File: src/rtl/lsu_bus_master_if.sv
// Request/grant/response data bus between the load/store unit and memory.
// The master drives the request fields; the slave returns grant and response.
interface lsu_bus_master_if;
    logic        bus_req;
    logic        bus_we;
    logic [31:0] bus_addr;
    logic [3:0]  bus_be;
    logic [31:0] bus_wdata;
    logic        bus_gnt;
    logic        bus_rvalid;
    logic [31:0] bus_rdata;

    modport master (
        output bus_req, bus_we, bus_addr, bus_be, bus_wdata,
        input  bus_gnt, bus_rvalid, bus_rdata
    );

    modport slave (
        input  bus_req, bus_we, bus_addr, bus_be, bus_wdata,
        output bus_gnt, bus_rvalid, bus_rdata
    );
endinterface

File: src/rtl/lsu_bus_master.sv
// Load/store unit: one bus access per memory instruction, pipeline stalled until
// completion, aligned/extended load data on rdata3, reject and timeout flags.
//
// state | meaning
// IDLE  | waiting for a legal, aligned mem_req
// REQ   | bus_req held with stable fields until bus_gnt
// WAIT  | granted, waiting for bus_rvalid
// DONE  | one-cycle completion (lsu_done, optional bus_fault)
module lsu_bus_master #(
    parameter int TIMEOUT_CYCLES = 16,
    parameter int CNT_W          = $clog2(TIMEOUT_CYCLES + 1)
) (
    input  logic             clk,
    input  logic             rst,
    input  logic             mem_req,
    input  logic             mem_we,
    input  logic [2:0]       funct3,
    input  logic [31:0]      addr,
    input  logic [31:0]      wdata,
    output logic             stall,
    output logic             lsu_done,
    output logic [31:0]      rdata3,
    output logic             misaligned,
    output logic             illegal,
    output logic             bus_fault,
    lsu_bus_master_if.master bus
);
    typedef enum logic [1:0] {IDLE, REQ, WAIT, DONE} state_t;

    localparam logic [CNT_W-1:0] CNT_LAST = CNT_W'(TIMEOUT_CYCLES - 1);

    state_t           state_q, state_d;
    logic [CNT_W-1:0] cnt_q, cnt_d;
    logic             bus_req_q, bus_req_d;
    logic             bus_we_q, bus_we_d;
    logic [31:0]      bus_addr_q, bus_addr_d;
    logic [3:0]       bus_be_q, bus_be_d;
    logic [31:0]      bus_wdata_q, bus_wdata_d;
    logic [2:0]       funct3_q, funct3_d;
    logic [1:0]       off_q, off_d;
    logic             lsu_done_q, lsu_done_d;
    logic             bus_fault_q, bus_fault_d;
    logic [31:0]      rdata3_q, rdata3_d;

    logic        illegal_chk;
    logic        misalign_chk;
    logic        launch;
    logic        expired;
    logic [3:0]  be_n;
    logic [31:0] wdata_n;

    function automatic logic [31:0] fmt_load(input logic [31:0] word,
                                             input logic [1:0]  off,
                                             input logic [2:0]  f3);
        logic [31:0] sh;
        sh = word >> {off, 3'b000};
        case (f3)
            3'b000:  return {{24{sh[7]}}, sh[7:0]};
            3'b001:  return {{16{sh[15]}}, sh[15:0]};
            3'b100:  return {24'h0, sh[7:0]};
            3'b101:  return {16'h0, sh[15:0]};
            default: return sh;
        endcase
    endfunction

    // An illegal encoding is reported as illegal only, never also as misaligned.
    always_comb begin
        illegal_chk  = (funct3 == 3'b011) || (funct3[2:1] == 2'b11) || (mem_we && funct3[2]);
        misalign_chk = !illegal_chk &&
                       (((funct3[1:0] == 2'b01) && addr[0]) ||
                        ((funct3[1:0] == 2'b10) && (addr[1:0] != 2'b00)));
        launch       = (state_q == IDLE) && mem_req && !illegal_chk && !misalign_chk;
        expired      = (cnt_q >= CNT_LAST);
    end

    always_comb begin
        be_n    = 4'b1111;
        wdata_n = wdata;
        case (funct3[1:0])
            2'b00: begin
                be_n    = 4'b0001 << addr[1:0];
                wdata_n = {4{wdata[7:0]}};
            end
            2'b01: begin
                be_n    = 4'b0011 << addr[1:0];
                wdata_n = {2{wdata[15:0]}};
            end
            default: ;
        endcase
        if (!mem_we) begin
            wdata_n = 32'h0;
        end
    end

    always_comb begin
        state_d     = state_q;
        cnt_d       = cnt_q;
        bus_req_d   = bus_req_q;
        bus_we_d    = bus_we_q;
        bus_addr_d  = bus_addr_q;
        bus_be_d    = bus_be_q;
        bus_wdata_d = bus_wdata_q;
        funct3_d    = funct3_q;
        off_d       = off_q;
        lsu_done_d  = 1'b0;
        bus_fault_d = 1'b0;
        rdata3_d    = rdata3_q;

        case (state_q)
            IDLE: begin
                if (launch) begin
                    bus_req_d   = 1'b1;
                    bus_we_d    = mem_we;
                    bus_addr_d  = {addr[31:2], 2'b00};
                    bus_be_d    = be_n;
                    bus_wdata_d = wdata_n;
                    funct3_d    = funct3;
                    off_d       = addr[1:0];
                    cnt_d       = '0;
                    state_d     = REQ;
                end
            end
            REQ: begin
                if (bus.bus_gnt && bus.bus_rvalid) begin
                    bus_req_d  = 1'b0;
                    lsu_done_d = 1'b1;
                    state_d    = DONE;
                    if (!bus_we_q) begin
                        rdata3_d = fmt_load(bus.bus_rdata, off_q, funct3_q);
                    end
                end else if (expired) begin
                    bus_req_d   = 1'b0;
                    lsu_done_d  = 1'b1;
                    bus_fault_d = 1'b1;
                    state_d     = DONE;
                    if (!bus_we_q) begin
                        rdata3_d = 32'h0;
                    end
                end else begin
                    cnt_d = cnt_q + CNT_W'(1);
                    if (bus.bus_gnt) begin
                        bus_req_d = 1'b0;
                        state_d   = WAIT;
                    end
                end
            end
            WAIT: begin
                // A response in the final allowed cycle still completes normally.
                if (bus.bus_rvalid) begin
                    lsu_done_d = 1'b1;
                    state_d    = DONE;
                    if (!bus_we_q) begin
                        rdata3_d = fmt_load(bus.bus_rdata, off_q, funct3_q);
                    end
                end else if (expired) begin
                    lsu_done_d  = 1'b1;
                    bus_fault_d = 1'b1;
                    state_d     = DONE;
                    if (!bus_we_q) begin
                        rdata3_d = 32'h0;
                    end
                end else begin
                    cnt_d = cnt_q + CNT_W'(1);
                end
            end
            DONE: begin
                state_d = IDLE;
            end
            default: begin
                state_d   = IDLE;
                bus_req_d = 1'b0;
            end
        endcase
    end

    always_ff @(posedge clk or posedge rst) begin
        if (rst) begin
            state_q     <= IDLE;
            cnt_q       <= '0;
            bus_req_q   <= 1'b0;
            bus_we_q    <= 1'b0;
            bus_addr_q  <= 32'h0;
            bus_be_q    <= 4'h0;
            bus_wdata_q <= 32'h0;
            funct3_q    <= 3'b000;
            off_q       <= 2'b00;
            lsu_done_q  <= 1'b0;
            bus_fault_q <= 1'b0;
            rdata3_q    <= 32'h0;
        end else begin
            state_q     <= state_d;
            cnt_q       <= cnt_d;
            bus_req_q   <= bus_req_d;
            bus_we_q    <= bus_we_d;
            bus_addr_q  <= bus_addr_d;
            bus_be_q    <= bus_be_d;
            bus_wdata_q <= bus_wdata_d;
            funct3_q    <= funct3_d;
            off_q       <= off_d;
            lsu_done_q  <= lsu_done_d;
            bus_fault_q <= bus_fault_d;
            rdata3_q    <= rdata3_d;
        end
    end

    assign stall      = !rst && (launch || (state_q == REQ) || (state_q == WAIT));
    assign illegal    = (state_q == IDLE) && mem_req && illegal_chk;
    assign misaligned = (state_q == IDLE) && mem_req && misalign_chk;
    assign lsu_done   = lsu_done_q;
    assign bus_fault  = bus_fault_q;
    assign rdata3     = rdata3_q;

    assign bus.bus_req   = bus_req_q;
    assign bus.bus_we    = bus_we_q;
    assign bus.bus_addr  = bus_addr_q;
    assign bus.bus_be    = bus_be_q;
    assign bus.bus_wdata = bus_wdata_q;
endmodule

File: src/flat_wrapper.sv
// flat-port wrapper written by rule: the top's interface ports become plain ports
module lsu_bus_master_flat 
#(
    parameter int TIMEOUT_CYCLES = 16,
    parameter int CNT_W          = $clog2(TIMEOUT_CYCLES + 1)
)
  (clk, rst, mem_req, mem_we, funct3, addr, wdata, stall, lsu_done, rdata3, misaligned, illegal, bus_fault, bus_bus_req, bus_bus_we, bus_bus_addr, bus_bus_be, bus_bus_wdata, bus_bus_gnt, bus_bus_rvalid, bus_bus_rdata);
  lsu_bus_master_if bus_i ();
  input  logic clk;
  input  logic rst;
  input  logic mem_req;
  input  logic mem_we;
  input  logic [2:0] funct3;
  input  logic [31:0] addr;
  input  logic [31:0] wdata;
  output logic stall;
  output logic lsu_done;
  output logic [31:0] rdata3;
  output logic misaligned;
  output logic illegal;
  output logic bus_fault;
  output wire logic [$bits(bus_i.bus_req)-1:0] bus_bus_req;
  output wire logic [$bits(bus_i.bus_we)-1:0] bus_bus_we;
  output wire logic [$bits(bus_i.bus_addr)-1:0] bus_bus_addr;
  output wire logic [$bits(bus_i.bus_be)-1:0] bus_bus_be;
  output wire logic [$bits(bus_i.bus_wdata)-1:0] bus_bus_wdata;
  input wire logic [$bits(bus_i.bus_gnt)-1:0] bus_bus_gnt;
  input wire logic [$bits(bus_i.bus_rvalid)-1:0] bus_bus_rvalid;
  input wire logic [$bits(bus_i.bus_rdata)-1:0] bus_bus_rdata;
  assign bus_bus_req = bus_i.bus_req;
  assign bus_bus_we = bus_i.bus_we;
  assign bus_bus_addr = bus_i.bus_addr;
  assign bus_bus_be = bus_i.bus_be;
  assign bus_bus_wdata = bus_i.bus_wdata;
  assign bus_i.bus_gnt = bus_bus_gnt;
  assign bus_i.bus_rvalid = bus_bus_rvalid;
  assign bus_i.bus_rdata = bus_bus_rdata;
  lsu_bus_master #(.TIMEOUT_CYCLES(TIMEOUT_CYCLES), .CNT_W(CNT_W)) u_core (.clk(clk), .rst(rst), .mem_req(mem_req), .mem_we(mem_we), .funct3(funct3), .addr(addr), .wdata(wdata), .stall(stall), .lsu_done(lsu_done), .rdata3(rdata3), .misaligned(misaligned), .illegal(illegal), .bus_fault(bus_fault), .bus(bus_i));
endmodule
File: config.mk
export PLATFORM = sky130hd
export DESIGN_NAME = lsu_bus_master_flat
export DESIGN_NICKNAME = d
export VERILOG_FILES = /design/src/rtl/lsu_bus_master_if.sv /design/src/rtl/lsu_bus_master.sv /design/src/flat_wrapper.sv
export SDC_FILE = /design/constraint.sdc
export NUM_CORES = 1
export LEC_CHECK = 0
export BUFFER_PORTS_ARGS = -buffer_cell sky130_fd_sc_hd__clkbuf_2
export CAP_MARGIN = 15
export CORE_MARGIN = 2
export CORE_UTILIZATION = 50
export DETAILED_ROUTE_END_ITERATION = 8
export PLACE_DENSITY = 0.85
export SYNTH_ARGS = -nofsm -noshare
export SYNTH_HDL_FRONTEND = slang
export SYNTH_SLANG_ARGS = --single-unit
File: constraint.sdc
create_clock -name clk -period 3.9 [get_ports clk]
set_clock_uncertainty 0.2 [all_clocks]
set_input_delay 0.195 -clock clk [delete_from_list [all_inputs] [get_ports clk]]
set_output_delay 0.195 -clock clk [all_outputs]
set_load 0.005 [all_outputs]
==> reports/results.ini, run 1 <==
[cts]
cts.repair.resized = 0
clock_path_buffers = 2
clk_latency_ns = 0.40
htreeDepth = 4
cts_tree = yes
cts-root-buf = clkbuf_16
cts_setup_buffers = 0
cts_buffers = 17
path_clk_slew_ns = 0.06
cts_sinks = 114
ctsHoldBuffers = 75

[route]
drt-wirelength-per-cell_um = 17.9
ant_nets = 0
dr.pass1.iters = 5
vias = 5989
drc = 0
vias_per_cell = 5.61
drt_iter0_markers = 679
drt-total-wl_um = 19100

[pwr]
finalPower_mw = 6.12
p_clk_frac = 0.274
seqPwrFrac = 0.346
p_sw_mw = 2.22
peakVddDrop_uv = 412
combPwrFrac = 0.381
p_per_area_mw_per_mm2 = 737
p_int_mw = 3.90
cellLeakagePower_nw = 4.35
switching_share = 0.363

[sta]
hold_violations = 0
max_freq_mhz = 335
rsz0062_at_grt = false
hold_ws_ns = 0.0226
finalMaxSlewViolations = 0
period_needed_ns = 2.99
tns_ns = 0
maxSlewHeadroom = 0.346
finalSetupViolCount = 0
worst_slew_pin_slew_ns = 0.977
fin_ws_ns = 0.912
min_period_over_period = 0.766

[layout]
fin_area_mm2 = 0.00830
fin_cells = 1067
nNetsFinal = 1024
postLayoutCoreUtil = 0.730
regArea_mm2 = 0.00285
drive_above_1_share = 0.319
nFillCells = 741
multiInputGateArea_mm2 = 0.00269
syn_to_final_growth_pct = 43.5
antenna_cells = 0

[yosys]
synth_area_mm2 = 0.00578
yosys.area.top_type_share = 0.493
synth_edf_count = 0
yosysSeqAreaShare = 0.493
synth.most_common_cell = nand2_1
synthArstFlopShare = 1.00
syn_inst = 642
synth_common_cells = nand2_1, dfrtp_1, nand3_1
ys.flop_type = dfrtp_1
synth_top_cell_by_area = dfrtp_1
yosysWarnings = 0
netlist_top_cells_area = dfrtp_1, nand2_1, mux2_2
synth-seq-cells = 114
avgSynthCellArea_um2 = 9.01
ys_types = 43

[min_path]
hold_path.class = in2reg

[die]
num_io_pins = 212
die_w_um = 112
dieArea_mm2 = 0.0124
initial_core_util = 0.509
rows = 39
fp.dieH_um = 112
core_mm2 = 0.0114

[placed_design]
placed_area_mm2 = 0.00691
pre_cts_slack_ns = 0.996
dp.cells = 961
io_buffers = 209
gp_congestion = 0.901
hpwl_um = 11300

[global_routing]
grt_pass1_vias = 5987
antenna_found_initial = 0
grt_max_degree = 72
grt_pass1_wl_um = 30300
track_usage = 0.307
grt_overflow_total = 0

[critical_path]
path_max_fanout = 19
arrival_ns = 3.12
critical_path_class = reg2reg
end_kind = flop
cp.required_ns = 4.03
critPathLaunchType = flop

[run_status]
status = completed

[run]
cap_violations = 0

[worst paths after layout]
| path | startpoint | to | slack [ns] | cells past startpoint |
|---|---|---|---|---|
| worst max-delay path | u_core.off_q[1]$_DFFE_PP0P_ | u_core.rdata3[26]$_DFFE_PP0P_ | 0.91 | 5 |
| worst min-delay path | bus_bus_rdata[19] | u_core.rdata3[11]$_DFFE_PP0P_ | 0.02 | 5 |
| worst max register to register | u_core.off_q[1]$_DFFE_PP0P_ | u_core.rdata3[26]$_DFFE_PP0P_ | 0.91 | 5 |
| worst min register to register | u_core.bus.bus_wdata[8]$_DFFE_PP0P_ | u_core.bus.bus_wdata[8]$_DFFE_PP0P_ | 0.27 | 2 |
| max in group asynchronous | rst | u_core.bus.bus_wdata[21]$_DFFE_PP0P_ | 2.33 | 4 |
| min in group asynchronous | rst | u_core.state_q[0]$_DFFE_PP0P_ | 0.33 | 3 |
[logic make-up (layout without fill, tap and decap cells)]
family                   after synthesis  in the layout  synth area share
other                                  1              2          0.000648
adder cells (fa/ha/maj)                7              7            0.0151
multiplexers                          53             53             0.101
flip-flops                           114            114             0.493
AO/OA/AOI/OAI                        117            117             0.134
AND/OR/NAND/NOR                      293            293             0.212
buffers and inverters                 57            338            0.0444
[state kept, by name, summed over array words and instances (netlist names)]
register,count
u_core.rdata3,32
u_core.lsu_done,1
u_core.bus.bus_addr,30
u_core.bus.bus_we,1
u_core.bus.bus_wdata,32
u_core.bus.bus_req,1
u_core.cnt_q,5
u_core.state_q,2
u_core.off_q,2
u_core.bus.bus_be,4
u_core.funct3_q,3
u_core.bus_fault,1
[power groups by stage]
stage	logic [mW]	registers, mW	clock network, mW
detailed placement	2.19	2.09	0
CTS	2.27	2.08	1.68
finish	2.33	2.11	1.67
floorplan	1.36	2.05	0
global route	2.57	2.17	1.76
global placement	2.14	2.08	0
[layer usage]
layer	vias to the layer above	track usage	part of all wire
met1	2801	0.362	0.38
li1	2718	-	-
met3	67	0.0806	0.085
met5	-	0	0
met4	0	0.140	0.036
met2	403	0.529	0.50
[cell usage in the layout, fill, tap and decap left out, types with 2 or more instances in the layout]
master	Yosys	layout
a21o_1	3	3
a21oi_1	36	36
a221o_1	2	2
a22o_1	4	4
a31oi_1	2	2
and3_1	5	5
buf_12	0	2
buf_4	2	7
bufinv_16	0	4
clkbuf_16	0	17
clkbuf_2	1	209
clkbuf_8	0	4
clkinv_2	0	2
clkinvlp_4	0	3
conb_1	1	2
dfrtp_1	114	114
dlygate4sd3_1	0	75
ha_1	7	7
inv_1	14	13
mux2_2	32	32
mux2i_1	20	20
nand2_1	210	210
nand3_1	41	41
nand4_1	2	2
nor2_1	13	12
nor2b_1	8	8
o211ai_1	3	3
o21ai_0	31	31
o21ai_1	2	2
o2bb2ai_1	25	25
or2_2	9	9
[worst max-delay path, stage by stage, from the launching register on]
cell       delay [ns]
dfrtp_1          0.68
nor2b_1          0.53
a2bb2oi_1        0.24
a2111oi_4        0.92
a21oi_1          0.14
o2bb2ai_1        0.19
[final cells by class]
class                   instances  area share
inverters                      14     0.00663
clock buffers                  22      0.0584
multi-input cells             472       0.324
clock inverters                 9      0.0184
well taps                     143      0.0216
flip-flops and latches        114       0.344
repair buffers                293       0.228
Power figures use the tool's default switching activity.
==> inputs of run 2 (changes only) <==
clock period = 2.92 ns   (was 3.9 ns; I/O delays follow)
==> reports/results.ini, run 2 (synthesis gave the netlist of run 1 again) <==
[layout]
drive_above_1_share = 0.321  ; was 0.319
layout_commonest_cell = nand2_1  ; unchanged
nNetsFinal = 1042  ; was 1024
nFillCells = 723  ; was 741
syn_to_final_growth_pct = 45.5  ; was 43.5%
final_cell_mix = nand2_1, clkbuf_2, dfrtp_1  ; unchanged
antenna_cells = 0  ; unchanged

[pwr]
p_sw_mw = 3.10  ; was 2.22 mW
cellLeakagePower_nw = 4.40  ; was 4.35 nW
switching_share = 0.385  ; was 0.363
p_int_mw = 4.95  ; was 3.90 mW
seqPwrFrac = 0.349  ; was 0.346
peakVddDrop_uv = 529  ; was 412 µV
p_per_area_mw_per_mm2 = 957  ; was 737 mW/mm²
combPwrFrac = 0.404  ; was 0.381
p_clk_frac = 0.248  ; was 0.274

[critical_path]
ff2ff_path_depth = 8  ; was 5
r2r-start = u_core.cnt_q[0]$_DFFE_PP0P_  ; was u_core.off_q[1]$_DFFE_PP0P_
critical_path_class = reg2reg  ; unchanged
r2r-end = u_core.cnt_q[0]$_DFFE_PP0P_  ; was u_core.rdata3[26]$_DFFE_PP0P_
setup.worst_path.start = u_core.cnt_q[0]$_DFFE_PP0P_  ; was u_core.off_q[1]$_DFFE_PP0P_
critPathLaunchType = flop  ; unchanged
arrival_ns = 2.67  ; was 3.12 ns
end_kind = flop  ; unchanged
path_max_fanout = 5  ; was 19
cp.required_ns = 3.01  ; was 4.03 ns
rrSetupSlack_ns = 0.34  ; was 0.91 ns

[min_path]
hold_depth = 4  ; was 5
hold_path.class = in2reg  ; unchanged
hold_start = bus_bus_rdata[6]  ; was bus_bus_rdata[19]
hold_end = u_core.rdata3[6]$_DFFE_PP0P_  ; was u_core.rdata3[11]$_DFFE_PP0P_

[route]
drt-wirelength-per-cell_um = 18.2  ; was 17.9 µm
drt-total-wl_um = 19800  ; was 19100 µm
drt_iter0_markers = 589  ; was 679
dr.pass1.iters = 5  ; unchanged
vias = 6127  ; was 5989
drc = 0  ; unchanged
ant_nets = 0  ; unchanged
vias_per_cell = 5.64  ; was 5.61

[placed_design]
gp_congestion = 0.892  ; was 0.901
hpwl_um = 11500  ; was 11300 µm
io_buffers = 209  ; unchanged

[cts]
htreeDepth = 4  ; unchanged
cts_buffers = 17  ; unchanged
path_clk_slew_ns = 0.06  ; about the same
clock_path_buffers = 2  ; unchanged
ctsHoldBuffers = 87  ; was 75
cts_setup_buffers = 0  ; unchanged
clk_latency_ns = 0.41  ; was 0.40 ns
cts_sinks = 114  ; unchanged
cts-root-buf = clkbuf_16  ; unchanged
cts_tree = yes  ; unchanged
cts.repair.resized = 0  ; unchanged

[run]
cap_violations = 0  ; unchanged

[die]
num_io_pins = 212  ; unchanged
fp.dieH_um = 112  ; unchanged
dieArea_mm2 = 0.0124  ; unchanged
rows = 39  ; unchanged
initial_core_util = 0.509  ; unchanged
die_w_um = 112  ; unchanged
core_mm2 = 0.0114  ; unchanged

[sta]
max_freq_mhz = 388  ; was 335 MHz
worst_slew_pin_slew_ns = 0.923  ; was 0.977 ns
maxSlewHeadroom = 0.384  ; was 0.346
finalSetupViolCount = 0  ; unchanged
finalMaxSlewViolations = 0  ; unchanged
hold_violations = 0  ; unchanged
tns_ns = 0  ; unchanged
hold_ws_ns = 0.0273  ; was 0.0226 ns
period_needed_ns = 2.58  ; was 2.99 ns
rsz0062_at_grt = false  ; unchanged
min_period_over_period = 0.882  ; was 0.766

[global_routing]
track_usage = 0.320  ; was 0.307
grt_max_degree = 63  ; was 72
grt_pass1_vias = 6184  ; was 5987
grt_pass1_wl_um = 31700  ; was 30300 µm
grt_overflow_total = 0  ; unchanged
antenna_found_initial = 0  ; unchanged

[run_status]
status = completed  ; unchanged

run 2: cell types whose count changed in the layout (fill, tap and decap cells not counted), moves of 3 or more:
cell / before / now
clkbuf_8: 4 / 1
dlygate4sd3_1: 75 / 87
bufinv_16: 4 / 1
clkinv_4: 0 / 5
buf_4: 7 / 12
inv_6: 0 / 3
run 2: layer usage:
layer | track usage | part of all wire | wire, µm | vias up
li1 | - | - | - | 2757
met3 | 0.0887 | 0.091 | 1800 | 52
met1 | 0.389 | 0.38 | 7570 | 2935
met4 | 0.133 | 0.031 | 612 | 0
met5 | 0 | 0 | 0 | -
met2 | 0.541 | 0.50 | 9800 | 383
run 2: power groups by stage:
stage | clock network [mW] | logic (mW) | registers (mW)
3_5_place_dp | 0 | 3.04 | 2.76
2_1_floorplan | 0 | 1.82 | 2.74
5_1_grt | 2.10 | 3.56 | 2.87
6_report | 1.99 | 3.25 | 2.81
4_1_cts | 2.00 | 3.15 | 2.76
3_3_place_gp | 0 | 2.93 | 2.75
run 2: stage by stage:
stage / utilization / area (µm²) / worst slack [ns] / std cells / power (mW)
2_1_floorplan: - / 5790 / 0.615 / 643 / 4.56
3_3_place_gp: 0.613 / 6970 / 0.561 / 967 / 5.68
3_5_place_dp: 0.613 / 6970 / 0.475 / 967 / 5.79
4_1_cts: 0.740 / 8410 / 0.365 / 1086 / 7.91
5_1_grt: 0.740 / 8410 / 0.201 / 1086 / 8.53
6_report: 0.740 / 8410 / 0.344 / 1086 / 8.05
run 2: worst max-delay path by stage:
stage                     slack [ns]  depth (start not counted)                           end
final                           0.34                          8   u_core.cnt_q[0]$_DFFE_PP0P_
after global routing            0.20                          8   u_core.cnt_q[0]$_DFFE_PP0P_
after CTS                       0.36                          7                         stall
after detailed placement        0.47                          8   u_core.cnt_q[0]$_DFFE_PP0P_
after floorplan                 0.61                         10  u_core.rdata3[0]$_DFFE_PP0P_
after global placement          0.56                          8   u_core.cnt_q[0]$_DFFE_PP0P_
run 2: final cells by class:
class                           count  area, µm²  area share
Sequential cell                   114       2850       0.339
Tap cell                          143        179      0.0213
Clock inverter                     14        133      0.0158
Inverter                           14       56.3     0.00669
Timing Repair Buffer              311       2070       0.246
Multi-Input combinational cell    472       2690       0.319
Clock buffer                       18        439      0.0522
run 2: worst max-delay path, cell delays in order (launching register included):
cell and delay (ns):
dfrtp_1 0.42, ha_1 0.25, and3_1 0.19, ha_1 0.18
nor2_1 0.18, nand2_1 0.14, nand2_1 0.19, and3_1 0.34
mux2_2 0.38
